### config.mk
export PLATFORM = sky130hd
export DESIGN_NAME = kbd_instr_sequencer
export DESIGN_NICKNAME = d
export VERILOG_FILES = /design/src/rtl/kbd_pkg.sv /design/src/rtl/kbd_cmd_fifo.sv /design/src/rtl/kbd_instr_sequencer.sv
export SDC_FILE = /design/constraint.sdc
export NUM_CORES = 1
export LEC_CHECK = 0
export CORE_MARGIN = 2
export CORE_UTILIZATION = 35
export DETAILED_ROUTE_END_ITERATION = 7
export GPL_TIMING_DRIVEN = 0
export PLACE_DENSITY = 0.53
export SLEW_MARGIN = 5
export SYNTH_ARGS = -nofsm -noshare
export SYNTH_HDL_FRONTEND = slang
export SYNTH_SLANG_ARGS = --single-unit
### constraint.sdc
create_clock -name clk -period 2.8 [get_ports clk]
set_clock_uncertainty 0.15 [all_clocks]
set_input_delay 0.56 -clock clk [delete_from_list [all_inputs] [get_ports clk]]
set_output_delay 0.56 -clock clk [all_outputs]
set_load 0.02 [all_outputs]
### src/rtl/kbd_pkg.sv
// rtl/kbd_pkg.sv - shared command codes, types and FSM states for the keyboard sequencer
package kbd_pkg;

    typedef logic [2:0] instr_t;

    localparam instr_t CMD_CLRLD = 3'b000;
    localparam instr_t CMD_ADD   = 3'b001;
    localparam instr_t CMD_SUB   = 3'b010;
    localparam instr_t CMD_DISP  = 3'b011;
    localparam instr_t CMD_LOAD  = 3'b100;
    localparam instr_t CMD_NOP   = 3'b101;

    typedef enum logic [1:0] {
        ST_IDLE,
        ST_ISSUE,
        ST_WAIT_DONE,
        ST_DISPLAY
    } state_e;

    // NOP and the unused codes above LOAD carry no work and are never queued
    function automatic logic is_enqueueable(input instr_t code);
        return code <= CMD_LOAD;
    endfunction

endpackage

### src/rtl/kbd_cmd_fifo.sv
// rtl/kbd_cmd_fifo.sv - synchronous command FIFO with flush
module kbd_cmd_fifo #(
    parameter int DEPTH = 4,
    parameter int WIDTH = 3,
    localparam int PW = (DEPTH > 1) ? $clog2(DEPTH) : 1,
    localparam int CW = $clog2(DEPTH + 1)
) (
    input  logic             clk,
    input  logic             rst_n,
    input  logic             push,
    input  logic [WIDTH-1:0] wdata,
    input  logic             pop,
    input  logic             flush,
    output logic [WIDTH-1:0] rdata,
    output logic             full,
    output logic             empty,
    output logic [CW-1:0]    count
);

    logic [WIDTH-1:0] mem_q [DEPTH];
    logic [PW-1:0]    wr_ptr_q;
    logic [PW-1:0]    rd_ptr_q;
    logic [CW-1:0]    count_q;
    logic             wr_en;
    logic             rd_en;

    // full is judged on the pre-pop count, so a push into a full queue is refused even when popping
    assign full  = (count_q == CW'(DEPTH));
    assign empty = (count_q == '0);
    assign count = count_q;
    assign rdata = mem_q[rd_ptr_q];
    assign wr_en = push & ~full;
    assign rd_en = pop & ~empty;

    // storage has no reset; only pointers and count define what is valid
    always_ff @(posedge clk) begin
        if (wr_en) begin
            mem_q[wr_ptr_q] <= wdata;
        end
    end

    // pointer/count update; a flush discards everything queued but keeps a same-cycle push
    always_ff @(posedge clk or negedge rst_n) begin
        if (!rst_n) begin
            wr_ptr_q <= '0;
            rd_ptr_q <= '0;
            count_q  <= '0;
        end else if (flush) begin
            rd_ptr_q <= wr_ptr_q;
            wr_ptr_q <= wr_ptr_q + PW'(wr_en);
            count_q  <= CW'(wr_en);
        end else begin
            wr_ptr_q <= wr_ptr_q + PW'(wr_en);
            rd_ptr_q <= rd_ptr_q + PW'(rd_en);
            count_q  <= count_q + CW'(wr_en) - CW'(rd_en);
        end
    end

endmodule

### src/rtl/kbd_instr_sequencer.sv
// rtl/kbd_instr_sequencer.sv - keyboard command capture, queueing and datapath issue
module kbd_instr_sequencer
    import kbd_pkg::*;
#(
    parameter int FIFO_DEPTH   = 4,
    parameter int SYNC_STAGES  = 2,
    parameter int DISP_HOLD    = 16,
    parameter int DONE_TIMEOUT = 255
) (
    input  logic       clk,
    input  logic       rst_n,
    input  logic [2:0] kbd_instruction,
    input  logic       kbd_new_instruction,
    output logic       kbd_ready,
    output logic [2:0] dp_cmd,
    output logic       dp_cmd_valid,
    input  logic       dp_cmd_ready,
    input  logic       dp_done,
    output logic       disp_en,
    output logic       busy,
    output logic       err_overflow,
    output logic       err_timeout,
    input  logic       err_clr
);

    localparam int TMAX = (DISP_HOLD > DONE_TIMEOUT) ? DISP_HOLD : DONE_TIMEOUT;
    localparam int TW   = $clog2(TMAX + 1);
    localparam int CW   = $clog2(FIFO_DEPTH + 1);
    localparam logic [TW-1:0] DISP_LAST    = TW'(DISP_HOLD - 1);
    localparam logic [TW-1:0] TIMEOUT_LAST = TW'(DONE_TIMEOUT - 1);

    logic [SYNC_STAGES-1:0] sync_q;
    logic                   rise;
    logic                   cap_valid;
    logic                   fifo_push;
    logic                   fifo_pop;
    logic                   fifo_flush;
    logic                   fifo_full;
    logic                   fifo_empty;
    logic [CW-1:0]          fifo_count;
    instr_t                 fifo_rdata;
    logic                   overflow_evt;
    logic                   timeout_evt;

    state_e        state_q, state_d;
    instr_t        cmd_q, cmd_d;
    logic [TW-1:0] timer_q, timer_d;
    logic          dp_cmd_valid_q, dp_cmd_valid_d;
    logic          disp_en_q, disp_en_d;
    logic          err_overflow_q, err_overflow_d;
    logic          err_timeout_q, err_timeout_d;

    // bring the asynchronous strobe into the clk domain
    always_ff @(posedge clk or negedge rst_n) begin
        if (!rst_n) begin
            sync_q <= '0;
        end else begin
            sync_q <= {sync_q[SYNC_STAGES-2:0], kbd_new_instruction};
        end
    end

    // edge taken across the last two stages so the FIFO write lands on edge SYNC_STAGES
    assign rise         = sync_q[SYNC_STAGES-2] & ~sync_q[SYNC_STAGES-1];
    assign cap_valid    = rise & is_enqueueable(kbd_instruction);
    assign fifo_push    = cap_valid & ~fifo_full;
    assign fifo_flush   = fifo_push & (kbd_instruction == CMD_CLRLD);
    assign overflow_evt = cap_valid & fifo_full;

    kbd_cmd_fifo #(
        .DEPTH (FIFO_DEPTH),
        .WIDTH (3)
    ) u_fifo (
        .clk   (clk),
        .rst_n (rst_n),
        .push  (fifo_push),
        .wdata (kbd_instruction),
        .pop   (fifo_pop),
        .flush (fifo_flush),
        .rdata (fifo_rdata),
        .full  (fifo_full),
        .empty (fifo_empty),
        .count (fifo_count)
    );

    // issue FSM: next state, timers, registered output values and sticky errors
    always_comb begin
        state_d     = state_q;
        cmd_d       = cmd_q;
        timer_d     = timer_q;
        fifo_pop    = 1'b0;
        timeout_evt = 1'b0;
        unique case (state_q)
            ST_IDLE: begin
                if (!fifo_empty) begin
                    fifo_pop = 1'b1;
                    cmd_d    = fifo_rdata;
                    state_d  = ST_ISSUE;
                end
            end
            ST_ISSUE: begin
                if (dp_cmd_ready) begin
                    timer_d = '0;
                    state_d = (cmd_q == CMD_DISP) ? ST_DISPLAY : ST_WAIT_DONE;
                end
            end
            ST_WAIT_DONE: begin
                if (dp_done) begin
                    state_d = ST_IDLE;
                end else if (timer_q == TIMEOUT_LAST) begin
                    timeout_evt = 1'b1;
                    state_d     = ST_IDLE;
                end else begin
                    timer_d = timer_q + 1'b1;
                end
            end
            ST_DISPLAY: begin
                if (timer_q == DISP_LAST) begin
                    state_d = ST_IDLE;
                end else begin
                    timer_d = timer_q + 1'b1;
                end
            end
            default: state_d = ST_IDLE;
        endcase
        dp_cmd_valid_d = (state_d == ST_ISSUE);
        disp_en_d      = (state_d == ST_DISPLAY);
        err_overflow_d = overflow_evt | (err_overflow_q & ~err_clr);
        err_timeout_d  = timeout_evt | (err_timeout_q & ~err_clr);
    end

    // FSM and output registers
    always_ff @(posedge clk or negedge rst_n) begin
        if (!rst_n) begin
            state_q        <= ST_IDLE;
            cmd_q          <= CMD_CLRLD;
            timer_q        <= '0;
            dp_cmd_valid_q <= 1'b0;
            disp_en_q      <= 1'b0;
            err_overflow_q <= 1'b0;
            err_timeout_q  <= 1'b0;
        end else begin
            state_q        <= state_d;
            cmd_q          <= cmd_d;
            timer_q        <= timer_d;
            dp_cmd_valid_q <= dp_cmd_valid_d;
            disp_en_q      <= disp_en_d;
            err_overflow_q <= err_overflow_d;
            err_timeout_q  <= err_timeout_d;
        end
    end

    assign dp_cmd       = cmd_q;
    assign dp_cmd_valid = dp_cmd_valid_q;
    assign disp_en      = disp_en_q;
    assign err_overflow = err_overflow_q;
    assign err_timeout  = err_timeout_q;
    assign kbd_ready    = ~fifo_full;
    assign busy         = (state_q != ST_IDLE) | (fifo_count != '0);

endmodule

==> results of run 1 <==
-- worst min-delay path by stage --
stage	slack [ns]	depth (start not counted)	end	start
2_1_floorplan	0.11	0	disp_en	rst_n
3_3_place_gp	0.25	0	sync_q[1]	sync_q[0]
3_5_place_dp	0.26	0	sync_q[1]	sync_q[0]
4_1_cts	0.28	0	sync_q[1]	sync_q[0]
5_1_grt	0.16	1	timer_q[4]	rst_n
6_report	0.12	1	timer_q[4]	rst_n
-- power by group through the flow --
stage	registers (mW)	clock network, mW	logic (mW)
finish	0.869	0.463	0.718
global route	0.901	0.506	0.803
CTS	0.870	0.480	0.733
detailed placement	0.881	0	0.725
global placement	0.871	0	0.707
floorplan	0.885	0	0.475
-- area by class of cell --
type | instances | area (um2)
clock inverter | 3 | 45.04
sequential | 38 | 1011
inverter | 6 | 22.52
tap | 67 | 83.83
multi-input combinational | 89 | 706.9
timing repair buffer | 17 | 167.7
fill | 454 | 2645
buffer | 1 | 3.754
clock buffer | 5 | 68.82
-- flip-flops by register name, summed over array words and instances (netlist names), 2 cells and up --
name and cells:
u_fifo.wr_ptr_q 2, dp_cmd 3, u_fifo.count 3, state_q 2, u_fifo.mem_q 12, sync_q 2
timer_q 8, u_fifo.rd_ptr_q 2
-- per-stage QoR --
stage                     setup WS (ns)  instances  hold slack (ns)  instance area [um2]  power (mW)
after floorplan                  0.4246        134           0.1144                 1744       1.360
after global placement          -0.1258        218           0.2543                 1998       1.579
after detailed placement        -0.1719        218           0.2584                 1998       1.606
after CTS                        0.1370        226           0.2782                 2112       2.083
after global routing            0.01852        226           0.1649                 2110       2.210
final                            0.1622        226           0.1219                 2110       2.049
-- metal layers --
layer / track usage (%) / wire length [um] / up-vias
li1: - / - / 541
met1: 17.23 / 1419 / 562
met2: 24.09 / 1756 / 17
met3: 4.201 / 111 / 7
met4: 4.762 / 55 / 0
met5: 0 / 0 / -
-- synthesized netlist by cell type, drive strengths merged --
cell / n
nor2b: 2
a21o: 2
nand4: 2
nor3: 4
xnor2: 3
o21a: 1
mux2: 5
or3b: 2
nor4: 2
clkbuf: 1
nor3b: 3
or3: 1
dfrtp: 26
a211oi: 4
and4: 1
nand4b: 1
or2: 1
mux4: 3
o21ai: 6
or2b: 1
nand2b: 1
xor2: 2
o22ai: 2
a21oi: 4
fa: 1
nand3b: 1
ha: 4
o211ai: 2
nand3: 4
mux2i: 5
edfxtp: 12
nand2: 11
and3: 3
a31oi: 1
nor2: 4
inv: 6
-- logic make-up after synthesis --
kind of cell	after synthesis	share of synthesized area, %
mux	13	9.971
simple gates	44	15.71
compound gates	22	8.321
flops	38	57.96
buf+inv	7	1.506
xor+xnor	5	2.511
fa+ha+maj	5	4.017
-- cells in the final DEF, fill, tap and decap left out, types with 3 or more instances in the layout --
| cell | Yosys | final |
|---|---|---|
| a211oi_1 | 3 | 3 |
| a21oi_1 | 3 | 3 |
| and3_1 | 3 | 3 |
| clkbuf_8 | 0 | 5 |
| clkdlybuf4s50_1 | 0 | 15 |
| dfrtp_1 | 26 | 26 |
| edfxtp_1 | 12 | 12 |
| ha_1 | 4 | 4 |
| inv_1 | 6 | 6 |
| mux2_2 | 5 | 5 |
| mux2i_1 | 5 | 5 |
| mux4_2 | 3 | 3 |
| nand2_1 | 11 | 11 |
| nand3_1 | 4 | 4 |
| nor2_1 | 4 | 4 |
| nor3_1 | 4 | 4 |
| nor3b_1 | 3 | 3 |
| o21ai_0 | 6 | 6 |
| xnor2_1 | 3 | 3 |
-- timing repair --
| item | CTS | global route |
|---|---|---|
| gates resized for setup | 0 | 1 |
| setup endpoints to repair | 0 | 1 |
| endpoints found under the hold margin | 0 | 0 |
==> impl_metrics.tcl, run 1 <==
set metrics [dict create \
    htree_levels 2 \
    relSlewSlack_pct 44.19 \
    synth_area_um2 1744 \
    swShare_pct 34.16 \
    layout-drive-gt1-share_pct 15.09 \
    slew_viol_final 0 \
    yosys_register_bits 38 \
    critPathBufInv 2 \
    worst-slew-pin-transition_ns 0.8307 \
    clk_path_buf_depth 2 \
    cp_top_family "buffers and inverters" \
    viasPerCell 4.987 \
    period_share_pct 94.21 \
    clock_power_share_pct 22.6 \
    max_stage_delay_ns 0.61 \
    synth_area_leaders "dfrtp_1 (37%), edfxtp_1 (21%), mux4_2 (3.9%), mux2_2 (3.2%), ha_1 (2.9%)" \
    area_growth_pct 20.95 \
    core_um2 4755 \
    grt_pass1_vias 1235 \
    grt_max_degree 27 \
    rrSetupSlack_ns 0.22 \
    min_period_ns 2.638 \
    wl_um 3342 \
    maxCapViolCount 0 \
    die-width_um 74.59 \
    finalSetupTns_ns 0 \
    rows 25 \
    seq_area_frac_synth_pct 57.96 \
    worstPathRequired_ns 2.81 \
    pwr-share-comb_pct 35.0 \
    slowest_stage "clkdlybuf4s50_1" \
    r2r_end "u_fifo.count[1]" \
    fin_util_pct 44.37 \
    initial_utilization_pct 36.68 \
    p_seq_share_pct 42.4 \
    clock-sinks 38 \
    crit_path_end_kind "flip-flop" \
    antenna_found_initial 0 \
    diodes 0 \
    avgRoutedWirePerCell_um 14.79 \
    power_density_nw_per_um2 971.4 \
    drc_errors 0 \
    path_max_fanout 6 \
    yosysUniqueCellTypes 40 \
    synth_top_area_cell "dfrtp_1" \
    ioPinCount 18 \
    setup_viol 0 \
    vdd.ir_drop.worst_mv 0.4072 \
    hp-class "in -> async" \
    layout.nets 172 \
    cp_data_arrival_time_ns 2.65 \
    rsz0062_at_grt "no" \
    dp_hpwl_um 2461 \
    cts_root_buf "clkbuf_8" \
    cp_cell_sequence "clkdlybuf4s50_1 > o21ai_0 > nand4b_2 > inv_1 > ha_1 > fa_1 > xnor2_1 > xnor2_1 > nor2_1" \
    hold_violations 0 \
    cts_tree "done" \
    clkLatencyLatePin_ns 0.28 \
    r2r_start "u_fifo.count[1]" \
    die_y_um 74.59 \
    clk_pin_slew_ns 0.08 \
    io_buffers 17 \
    grt_pass1_wl_um 5782 \
    synthCells 134 \
    crit_top_cell "xnor2_1" \
    gp_congestion 0.7677 \
    post_cts_buffers 0 \
    cts-hold-fix-buffers 0 \
    fmax_mhz 379.1 \
    cp-startpoint "kbd_instruction[1]" \
    vias 1127 \
    crit_end "u_fifo.count[2]" \
    yosysTopAreaCellShare_pct 37.30 \
    cp-start-kind "primary input" \
    dieArea_um2 5564 \
    status "complete, no violations" \
    leakage_nw 0.8551 \
    cts_made_buffers 5 \
    p_int_mw 1.349 \
    p_switching_mw 0.6999 \
    ant_nets 0 \
    grt-ovfl-total 0 \
    syn-mean-instance-area_um2 13.02 \
    critPathKind "in -> reg" \
    synth_nets 148 \
    first_pass_iters 3 \
    yosys_warnings 0 \
    initialDrtViolationCount 78 \
    path_depth 9 \
    r2r_cells 7 \
    track_usage_pct 14.17 \
]
Power figures use the tool's default switching activity.
==> run 2, diff against run 1 <==
Settings changed: ABC_AREA set to 1, DONT_BUFFER_PORTS set to 1, PLACE_DENSITY 0.53 to 0.48.
==> run 2 against run 1 <==
Against the previous run:
- power shrank 2.5%
- count of clock-buffer cells in the layout is 2 higher
- sequential power decreased by 1%
- final area is 1.7% lower
- critical path depth up 2
- critical path type is now reg -> reg
- largest power group unchanged
==> impl_metrics.tcl, run 2 <==
set metrics [dict create \
    yosys_warnings 0 \
    drt-met1-wl_um 1505 \
    clock-sinks 38 \
    hp-class "in -> reg" \
    area_growth_pct 12.72 \
    stdcell_area_um2 2073 \
    grt_max_degree 27 \
    grt_pass1_vias 1397 \
    rows 26 \
    cts_made_buffers 5 \
    pwr-share-comb_pct 33.2 \
    worst-slew-pin-transition_ns 0.4764 \
    vdd.ir_drop.worst_mv 0.3988 \
    final_common_cell "nand2_1" \
    dr_wl_met3_um 124 \
    critPathKind "reg -> reg" \
    ant_nets 0 \
    slew_viol_final 0 \
    p_switching_mw 0.7607 \
    relSlewSlack_pct 67.99 \
    vias 1350 \
    fmax_mhz 444.9 \
    io_buffers 0 \
    layout-drive-gt1-share_pct 8.531 \
    synth_nets 215 \
    wl_um 3503 \
    layout.nets 224 \
    core_um2 5075 \
    grt-ovfl-total 0 \
    synth_top_area_cell "dfrtp_1" \
    synthFlopType "dfrtp_1" \
    avgRoutedWirePerCell_um 12.47 \
    clock_power_share_pct 23.8 \
    cp-start-kind "flip-flop" \
    largest_reg_flops 12 \
    viasPerCell 4.804 \
    ys_async_sr_fraction_pct 68.42 \
    place_inst 271 \
    worstPathRequired_ns 2.83 \
    crit_path_end_kind "flip-flop" \
    synth_area_leaders "dfrtp_1 (35%), edfxtp_1 (20%), nand2_1 (9.2%), nor2_1 (6.1%), inv_1 (4.7%)" \
    cts_tree "done" \
    synth_top_cells_by_count "nand2_1 (45), nor2_1 (30), dfrtp_1 (26)" \
    reg_top3 "u_fifo.mem_q x12, timer_q x8" \
    seq_area_frac_synth_pct 54.97 \
    clk_path_buf_depth 2 \
    cp_data_arrival_time_ns 2.28 \
    finalSetupTns_ns 0 \
    yosys_register_bits 38 \
    min_period_ns 2.248 \
    dieArea_um2 5851 \
    gp_congestion 0.8207 \
    finalWorstSetupSlack_ns 0.5522 \
    syn-mean-instance-area_um2 9.151 \
    dp_hpwl_um 2557 \
    synth_area_um2 1839 \
    ioPinCount 18 \
    initial_utilization_pct 36.24 \
    rsz0062_at_grt "no" \
    path_max_fanout 8 \
    die_y_um 76.49 \
    fin_util_pct 40.85 \
    diodes 0 \
    p_int_mw 1.238 \
    initialDrtViolationCount 41 \
    final_cell_mix "nand2_1 (45), nor2_1 (30), dfrtp_1 (26)" \
    multi_input_area_um2 723.2 \
    htree_levels 2 \
    ctsResizeCount 0 \
    clkLatencyLatePin_ns 0.28 \
    p_total_mw 1.998 \
    power_density_nw_per_um2 963.9 \
    n_fill_cell 515 \
    first_pass_iters 5 \
    seqCellArea_um2 1011 \
    synth_most_common_cell "nand2_1" \
    dpl-instance-area_um2 1927 \
    p_seq_share_pct 43.0 \
    setup_viol 0 \
    swShare_pct 38.07 \
    largest_register "u_fifo.mem_q" \
    cts_root_buf "clkbuf_8" \
    clk_pin_slew_ns 0.07 \
    synthCells 201 \
    die-width_um 76.49 \
    routed.top_layer "met4" \
    wl_met2_um 1831 \
    status "complete, no violations" \
    track_usage_pct 13.71 \
    final_cells 281 \
    drc_errors 0 \
    maxCapViolCount 0 \
    synth-edff-count 12 \
    dpl_worst_slack_ns 0.4380 \
    antenna_found_initial 0 \
    leakage_nw 0.9229 \
    yosysUniqueCellTypes 27 \
    yosysTopAreaCellShare_pct 35.37 \
    hold_violations 0 \
    whs_ns 0.1541 \
    period_share_pct 80.28 \
    grt_pass1_wl_um 6320 \
]
## run 2: metal layers
metal / vias up / GRT usage [%]
met5: - / 0
met4: 0 / 5.091
met3: 5 / 3.910
met2: 18 / 24.96
met1: 651 / 15.08
li1: 676 / -
## run 2: cell type report
cell class	count	area share, %
plain buffers	2	0.7242
clock buffers	7	4.164
clock inverters	1	1.448
inverters	24	4.345
multi-input cells	137	34.88
flip-flops and latches	38	48.76
well taps	70	4.224
repair buffers	2	1.448
## run 2: worst paths after layout
check	start	endpoint	slack, ns	cells after the start
max	u_fifo.count[1]	u_fifo.count[2]	0.55	11
min	kbd_new_instruction	sync_q[0]	0.15	0
max reg2reg	u_fifo.count[1]	u_fifo.count[2]	0.55	11
min reg2reg	sync_q[0]	sync_q[1]	0.23	0
max in group asynchronous	rst_n	u_fifo.rd_ptr_q[1]	1.79	2
min in group asynchronous	rst_n	timer_q[7]	0.56	2
## run 2: what timing repair did
action | CTS | global route
setup buffers | 0 | 0
hold buffers | 2 | 0
hold endpoints to repair | 26 | 0
## run 2: cells by family (layout without fill, tap and decap cells)
group | Yosys count | in the layout | synth area share, %
simple gates | 108 | 108 | 26.60
fa+ha+maj | 5 | 5 | 3.810
xor+xnor | 6 | 6 | 2.857
compound gates | 18 | 18 | 6.054
buf+inv | 26 | 36 | 5.714
flops | 38 | 38 | 54.97
## run 2: power groups by stage
stage / sequential (mW) / combinational (mW) / clock, mW
after global placement: 0.868 / 0.649 / 0
after floorplan: 0.843 / 0.532 / 0
after global routing: 0.883 / 0.777 / 0.519
after CTS: 0.863 / 0.678 / 0.490
final: 0.860 / 0.663 / 0.475
after detailed placement: 0.875 / 0.661 / 0
## run 2: worst max-delay path, stage by stage, from the launching register on
cell	delay (ns)
dfrtp_1	0.41
inv_1	0.12
nand3_1	0.08
nand2_1	0.14
inv_1	0.15
nand2_1	0.12
o21ai_0	0.09
ha_1	0.21
fa_1	0.37
xor2_1	0.17
nand2_1	0.07
inv_1	0.04
==> run 3, diff against run 2 <==
Settings changed: PLACE_DENSITY 0.48 to 0.5.
Clock period 2.8 ns to 2.05 ns, I/O delays scaled along.
==> run 3 against run 2 <==
Against the previous run:
- global-route usage up 0.36 points
- worst hold slack worse by 0.085 ns
- cell count up 2.8%
- critical endpoint is now u_fifo.count[1]
==> impl_metrics.tcl, run 3 (synthesis gave the netlist of run 2 again) <==
set metrics [dict create \
    ioPinCount 18 \
    grt_pass1_wl_um 6430 \
    final_cell_mix "nand2_1 (43), nor2_1 (28), dfrtp_1 (26)" \
    path_max_fanout 8 \
    swShare_pct 37.33 \
    initial_utilization_pct 36.24 \
    power_density_nw_per_um2 1378 \
    p_switching_mw 1.127 \
    dp_hpwl_um 2477 \
    maxCapViolCount 0 \
    avgRoutedWirePerCell_um 12.29 \
    cp_data_arrival_time_ns 1.97 \
    period_share_pct 94.16 \
    final_common_cell "nand2_1" \
    layout-drive-gt1-share_pct 16.89 \
    critPathBufInv 2 \
    vias 1295 \
    rsz0062_at_grt "no" \
    relSlewSlack_pct 70.48 \
    hold_violations 0 \
    p_seq_share_pct 39.1 \
    dpl-instance-area_um2 1927 \
    layout.nets 232 \
    core_um2 5075 \
    cts_tree "done" \
    grt_pass1_vias 1345 \
    p_int_mw 1.892 \
    cts_made_buffers 5 \
    whs_ns 0.06930 \
    critPathKind "reg -> reg" \
    min_period_ns 1.930 \
    rrSetupSlack_ns 0.12 \
    stdcell_area_um2 2191 \
    antenna_found_initial 0 \
    worst-slew-pin-transition_ns 0.4394 \
    n_fill_cell 512 \
    clk_path_buf_depth 2 \
    io_buffers 0 \
    p_total_mw 3.020 \
    grt-ovfl-total 0 \
    pwr-share-comb_pct 35.7 \
    drc_errors 0 \
    dieArea_um2 5851 \
    initialDrtViolationCount 39 \
    grt_max_degree 27 \
    largest_reg_flops 12 \
    max_stage_delay_ns 0.46 \
    wl_um 3552 \
    fmax_mhz 518.0 \
    slowest_stage "dfrtp_1" \
    htree_levels 2 \
    cts_root_buf "clkbuf_8" \
    rows 26 \
    first_pass_iters 4 \
    crit_path_end_kind "flip-flop" \
    gp_congestion 0.7923 \
    largest_register "u_fifo.mem_q" \
    status "complete, no violations" \
    clkLatencyLatePin_ns 0.29 \
    setup_viol 0 \
    cp_top_family "adder cells" \
    ant_nets 0 \
    cp_cell_sequence "nor2_4 > nand2_2 > inv_4 > nand2_2 > o21ai_1 > ha_2 > fa_2 > nand2_1 > inv_1" \
    hp-class "in -> reg" \
    track_usage_pct 14.07 \
    die-width_um 76.49 \
    diodes 0 \
    slew_viol_final 0 \
    leakage_nw 0.9663 \
    cp-start-kind "flip-flop" \
    reg_top3 "u_fifo.mem_q x12, timer_q x8" \
    clock-sinks 38 \
    die_y_um 76.49 \
    area_growth_pct 19.12 \
    clk_pin_slew_ns 0.08 \
    crit_top_cell "nand2_2" \
    clock_power_share_pct 25.1 \
    vdd.ir_drop.worst_mv 0.5860 \
    worstPathRequired_ns 2.09 \
    viasPerCell 4.481 \
]
==> run 3: cell types whose count changed in the layout (fill, tap and decap cells not counted), sizes merged <==
cell         delta
buf             +7
dlygate4sd3     +1
clkbuf          -2
bufinv          +1
clkinv          +1
==> run 3: repair_timing <==
action / CTS / global route
resized for setup: 10 / 5
endpoints found under the setup margin: 2 / 2
pin swaps: 0 / 2
endpoints found under the hold margin: 27 / 0
hold buffers: 3 / 0
buffers inserted: 4 / 3
==> run 3: area by class of cell <==
type | instances | area, um2 | area share [%]
Timing Repair Buffer | 10 | 92.59 | 4.226
Buffer | 2 | 15.01 | 0.6853
Inverter | 24 | 92.59 | 4.226
Clock buffer | 5 | 68.82 | 3.141
Sequential cell | 38 | 1011 | 46.15
Tap cell | 70 | 87.58 | 3.998
Clock inverter | 3 | 68.82 | 3.141
Multi-Input combinational cell | 137 | 754.5 | 34.44
==> run 3: power groups by stage <==
stage,Sequential [mW],Combinational (mW),Clock [mW]
floorplan,1.15,0.727,0
global placement,1.19,0.895,0
detailed placement,1.19,0.904,0
CTS,1.17,1.02,0.779
global route,1.21,1.27,0.827
finish,1.18,1.08,0.759
==> run 3: final timing paths <==
path / start / to / depth (start not counted)
worst max-delay path: state_q[0] / u_fifo.count[1] / 9
worst min-delay path: err_clr / err_overflow / 1
worst max register to register: state_q[0] / u_fifo.count[1] / 9
worst min register to register: sync_q[0] / sync_q[1] / 0
max in group asynchronous: rst_n / u_fifo.wr_ptr_q[0] / 2
min in group asynchronous: rst_n / timer_q[2] / 2
==> run 3: metrics by stage <==
| step | setup TNS, ns | setup slack [ns] | utilization, % | instances |
|---|---|---|---|---|
| floorplan | 0 | 0.005657 | - | 201 |
| global placement | -1.023 | -0.2607 | 37.97 | 271 |
| detailed placement | -0.9094 | -0.2646 | 37.97 | 271 |
| CTS | 0 | 0.01965 | 42.41 | 286 |
| global route | 0 | 0.0002383 | 43.17 | 289 |
| finish | 0 | 0.1196 | 43.17 | 289 |
==> run 3: per-layer routing <==
layer,part of all wire [%],vias up,track usage [%]
li1,-,691,-
met1,48,585,17.45
met2,47,17,23.10
met3,3.8,2,5.213
met4,0.70,0,3.818
met5,0,-,0
